--- src/rtl/mod_counter.sv ---
// Parametrised modulo counter: programmable terminal value, up/down, load/clear,
// wrap or saturate at the boundary, registered terminal-count pulse and sticky overflow.
module mod_counter #(
  parameter int unsigned WIDTH     = 8,
  parameter bit          SATURATE  = 1'b0,
  parameter int unsigned RESET_VAL = 0
) (
  input  logic             clk,
  input  logic             reset,
  input  logic             clr,
  input  logic             load,
  input  logic [WIDTH-1:0] din,
  input  logic             en,
  input  logic             up,
  input  logic [WIDTH-1:0] limit,
  output logic [WIDTH-1:0] q,
  output logic             tc,
  output logic             ovf
);

  localparam logic [WIDTH-1:0] RST_Q = WIDTH'(RESET_VAL);

  logic [WIDTH-1:0] q_step;
  logic [WIDTH-1:0] q_load;
  logic             boundary;

  // NOTE: every always_comb output gets a default first so no path can infer a latch.
  always_comb begin
    q_step   = q;
    boundary = 1'b0;
    if (up) begin
      if (q < limit) begin
        q_step = q + 1'b1;
      end else begin
        boundary = 1'b1;
        q_step   = SATURATE ? limit : '0;
      end
    end else begin
      if (q == '0) begin
        boundary = 1'b1;
        q_step   = SATURATE ? '0 : limit;
      end else if (q > limit) begin
        // Limit was lowered beneath the count: snap to it without a boundary event.
        q_step = limit;
      end else begin
        q_step = q - 1'b1;
      end
    end
  end

  assign q_load = (din > limit) ? limit : din;

  // NOTE: state registers use non-blocking assignments so every flop samples pre-edge values.
  always_ff @(posedge clk) begin
    if (reset) begin
      q   <= RST_Q;
      tc  <= 1'b0;
      ovf <= 1'b0;
    end else if (clr) begin
      q   <= '0;
      tc  <= 1'b0;
      ovf <= 1'b0;
    end else if (load) begin
      q  <= q_load;
      tc <= 1'b0;
    end else if (en) begin
      q  <= q_step;
      tc <= boundary;
      if (boundary) ovf <= 1'b1;
    end else begin
      tc <= 1'b0;
    end
  end

endmodule

--- config.mk ---
export PLATFORM = sky130hd
export DESIGN_NAME = mod_counter
export DESIGN_NICKNAME = d
export VERILOG_FILES = /design/src/rtl/mod_counter.sv
export SDC_FILE = /design/constraint.sdc
export NUM_CORES = 1
export LEC_CHECK = 0
export BUFFER_PORTS_ARGS = -buffer_cell sky130_fd_sc_hd__buf_4
export CORE_ASPECT_RATIO = 1.75
export CORE_MARGIN = 2
export CORE_UTILIZATION = 55
export DETAILED_ROUTE_END_ITERATION = 6
export PLACE_DENSITY = 0.81
export SLEW_MARGIN = 20
export SYNTH_ARGS = -nofsm -noshare
export SYNTH_HDL_FRONTEND = slang
export SYNTH_SLANG_ARGS = --single-unit
--- constraint.sdc ---
create_clock -name clk -period 5.4 [get_ports clk]
set_clock_uncertainty 0.2 [all_clocks]
set_input_delay 1.08 -clock clk [delete_from_list [all_inputs] [get_ports clk]]
set_output_delay 1.08 -clock clk [all_outputs]
set_load 0.01 [all_outputs]
# ---- Word-level counts from Yosys, hierarchy flattened
# Index checks and enable logic that the tools add are counted.
dict set report op_classes {
  addsub 2
  magnitude_cmp 3
  mux 10
  n_bitwise 2
  reduce_logical 5
}
# cell n
set ops {}
lappend ops {{two-way mux 8 bit} 7}
lappend ops {{> comparator 8 bit} 2}
lappend ops {{adder 8 x 1 -> 8 bit (second input constant)} 1}
lappend ops {{zero test 8 bit} 1}
lappend ops {{less-than comparator 8 bit} 1}
lappend ops {{subtractor 8 x 1 -> 8 bit (second input constant)} 1}
lappend ops {{OR reduction 4 bit} 1}
lappend ops {{two-way mux 1 bit} 3}
lappend ops {{AND reduction 3 bit} 1}
lappend ops {{NOT 1 bit} 2}
lappend ops {{nonzero test 2 bit} 1}
lappend ops {{OR reduction 2 bit} 1}
dict set report word_totals {
  regBits 10
  in_bits 22
  wordCells 25
}

# ---- Longest topological paths before layout
dict set report depth {
  word_depth 6
  depth_mapped 9
  ltp_nobuf 9
}

# ---- Worst setup path before layout
# OpenSTA, ideal clock, no wires.
dict set report synth_timing {
  kind {input-to-reg}
  startpoint {in limit[2]}
  endpoint {reg q[2]}
  setup_ps 132
  arrival_time_ps 2629
  required_time_ps 5068
  slack_ps 2439
  cell_stages 9
  n_path_buf 0
  path_cell_list {inv_1 -> ha_1 -> and4b_1 -> a211oi_1 -> or2_4 -> a21oi_4 -> mux2_4 -> nand3_1 -> o311ai_1}
}
dict set report synth_between {
  elab_chain_len 6
  word_cells_on_any_way 10
  cone_classes {order compare (3); mux (7)}
}
# element line_no
set synth_lines {}
lappend synth_lines {{start: declaration} 15} ;# input logic [WIDTH-1:0] limit,
lappend synth_lines {{> comparator 8 bit} 42} ;# end else if (q > limit) begin
lappend synth_lines {{two-way mux 8 bit} 42}
lappend synth_lines {{two-way mux 8 bit} 39} ;# if (q == '0) begin
lappend synth_lines {{two-way mux 8 bit} 31} ;# if (up) begin
lappend synth_lines {{two-way mux 8 bit} 66} ;# end else if (en) begin
lappend synth_lines {{two-way mux 8 bit (*)} 63} ;# end else if (load) begin
lappend synth_lines {{end signal: assignment} 64} ;# q <= q_load;
lappend synth_lines {{end signal: assignment} 67} ;# q <= q_step;
lappend synth_lines {{end: declaration} 16} ;# output logic [WIDTH-1:0] q,
# Every way passes the cells marked *; elsewhere a longest branch is shown, timed or not. The select of a mux whose other input is x is not followed.
# A chain may end at the register's enable or synchronous reset.

# ---- Worst setup path after layout
# Ends and elaborated chain as after synthesis.

==> summary.txt <==
Synth
  • Post-synthesis sequential area ratio: 14.7%
  • Yosys warns: 0
  • Mux contribution to synthesized area: 9.62%
  • Syn Area/Cell: 8.23 sq um
  • Number of distinct library cells after synthesis: 55
  • Largest family of logic cells by synthesized area: simple AND/OR/NAND/NOR gates
  • Synth Net Count: 207
  • Post-synthesis adder-cell area fraction: 17.4%
  • FF+latch count, synth: 10
  • Number of flops mapped to enable cells by yosys: 0
  • Post-Synth Simple-Gate Area: 25.1%
  • Top FF cell, synth: dfxtp_1
  • Synth Instances: 166
  • FFs w/ async S/R, synth: 0%
  • Post-Synth XOR/XNOR Area: 4.49%
  • Compound-gate portion of the synthesized area: 23.2%
  • Mapped Area: 1370 sq um

Routing
  • Drt first-iter violations: 112
  • DR vias: 1473
  • Routed Antenna Nets: 0
  • Post-Route WL: 4.05 mm
  • Avg WL per Cell: 18.4 um
  • DRT Pass-1 Iters: 5
  • DRC: 0
  • Vias per cell: 6.70

Run
  • MaxCap Viol Count: 0

Pwr
  • Peak supply drop: 0.000121 V
  • Sw power: 0.000118 W
  • Sw frac: 36.1%
  • Pleak: 0.742 nW
  • Clk network pwr share: 30.5%
  • Internal Pwr Total: 0.000208 W
  • Combinational power share: 42.6%
  • PD cells: 198 nW/um^2
  • Seq pwr share: 26.9%

Cells and area
  • Area Growth Syn to Fin: 20.5%
  • Multi-input gate area: 1090 sq um
  • Ant diodes: 0
  • Ratio of cells with drive above 1 in the final layout: 26.2%
  • Fillers: 200
  • Fin util: 70.6%
  • FF/Latch Area: 200 sq um
  • # nets final: 237
  • Commonest non-fill, non-tap cell in the layout: buf_4
  • Most frequent cells in the layout: 31 x buf_4, 19 x ha_1, 10 x inv_1, 10 x dfxtp_1

Global routing
  • GRT overflow: 0
  • Gr usage total: 28.9%
  • Initial antenna violation count: 0
  • Largest net degree at the start of global routing: 14
  • Vias in the first global route: 1453
  • Global-route wire length before repair: 6.62 mm

Min path
  • Hold Crit Class: reg2reg
  • Worst Hold Endpoint: ovf
  • Worst hold path depth: 1
  • HP Start: ovf

Place
  • PortBufs: 31
  • Final RePlAce weighted congestion: 0.965
  • Detailed placement HPWL: 3.19 mm

Floorplan
  • CORE AREA: 2330 sq um
  • Die X: 41.7 um
  • Die height: 69.9 um
  • Die area: 2910 sq um
  • Core Rows: 23
  • Num ports: 32
  • Initial Utilization: 58.6%

Setup path
  • Reg2Reg Launch Point: q[5]
  • CP Data Arrival Time: 2970 ps
  • CP max stage delay: 400 ps
  • Crit path max-delay cell type: a211oi_1
  • CP Cell Sequence: buf_4, inv_1, ha_1, and4b_1, a211oi_1, or2_4, a21oi_4, mux2_4, nand3_1, o311ai_1
  • Worst r2r path cells: 8
  • Crit Reg-Reg Endpoint: q[0]
  • Crit-path max FO: 8
  • Kind of critical path: in2reg
  • R2R Setup Slk: 2790 ps
  • Crit path required time: 5310 ps
  • CP delay by family, top: compound AO/OA/AOI/OAI gates
  • Crit path buffers/inverters: 2
  • Critical Path Source Type: input pin
  • CP Capture Type: register

Clock network
  • Clock slew at reported path FFs: 60 ps
  • Worst-case clock buffer depth: 2
  • CTS root buffer: clkbuf_8
  • Post-CTS sizing: 0
  • CTS Buf Count: 3
  • CTS tree: yes
  • CTS sink cnt: 10
  • CTS Hold Buffers Added: 0
  • Post-CTS setup buffers: 0
  • Worst skew pair latency: 240 ps
  • H-Tree Depth: 1

Timing
  • Final Max Slew Viols: 0
  • Slew @ Worst Pin: 768 ps
  • # setup viols final: 0
  • Worst rel slew slack: 48.4%
  • Final hold violations: 0
  • Worst hold slack: 259 ps
  • Minimum clock period: 3060 ps
  • Peak Freq: 327 MHz
  • Setup_tns: 0 ps
  • RSZ-0062 raised after global routing: false
  • Post-route clock period utilization: 56.7%

Outcome
  • Outcome: completed
## through the flow
step	cell area, sq um	power [W]	worst slack [ps]	instances
floorplan	1370	0.000182	2440	166
global placement	1590	0.000220	2220	216
detailed placement	1590	0.000225	2120	216
CTS	1650	0.000323	2360	220
global route	1650	0.000341	2220	220
finish	1650	0.000326	2340	220
## worst max-delay path by stage
stage              from  endpoint  slack [ps]  cells after the start
5_1_grt        limit[2]      q[5]        2220                     10
6_report       limit[2]      q[2]        2340                     10
4_1_cts        limit[3]      q[5]        2360                     10
3_5_place_dp   limit[3]      q[5]        2120                     10
2_1_floorplan  limit[2]      q[2]        2440                      9
3_3_place_gp   limit[5]      q[5]        2220                      9
## synthesized netlist by cell type, drive strengths merged, types with 4 or more instances
library cell,n,area share [%]
ha,19,17
dfxtp,10,15
inv,10,2.7
nand2,10,2.9
a21oi,9,4.1
mux2i,9,6.6
nor2,9,2.5
nor2b,7,3.2
o21ai,7,2.6
nor3,6,2.6
nand4,5,2.3
nand3,4,1.5
o221ai,4,2.6
xor2,4,2.6
## sequential cells by signal, summed over array words and instances (netlist names)
register,flops
ovf,1
tc,1
q,8
## worst register-to-register path, stage by stage, from the launching register on
cell and delay, ps:
dfxtp_1 550, ha_1 330, a21oi_1 130, nor2_1 60, a211oi_2 330, nand3_1 370
o22ai_1 280, a31oi_1 120, nor3_1 160
## layer usage
layer | up-vias | track usage, % | wire length, um
met4 | 0 | 14.0 | 157
met1 | 681 | 31.0 | 1430
li1 | 688 | - | -
met2 | 84 | 53.3 | 2190
met5 | - | 0 | 0
met3 | 20 | 3.36 | 273
## area by class of cell
type	instances	area share, %
inverters	10	2.28
multi-input cells	140	66.2
well taps	25	1.90
repair buffers	31	14.1
clock buffers	4	3.34
flip-flops and latches	10	12.2
## power groups by stage
stage	logic (W)	registers [W]	clock network [W]
3_5_place_dp	0.000136	0.0000890	0
5_1_grt	0.000151	0.0000886	0.000102
4_1_cts	0.000137	0.0000874	0.0000979
2_1_floorplan	0.0000958	0.0000861	0
6_report	0.000139	0.0000877	0.0000995
3_3_place_gp	0.000132	0.0000886	0
## cells by family (layout without fill, tap and decap cells)
| family | after synthesis | after routing |
|---|---|---|
| flip-flops | 10 | 10 |
| buffers and inverters | 16 | 45 |
| multiplexers | 12 | 12 |
| XOR/XNOR | 7 | 7 |
| adder cells (fa/ha/maj) | 19 | 19 |
| AO/OA/AOI/OAI | 42 | 42 |
| AND/OR/NAND/NOR | 60 | 60 |
(Power assumes the default switching activity.)
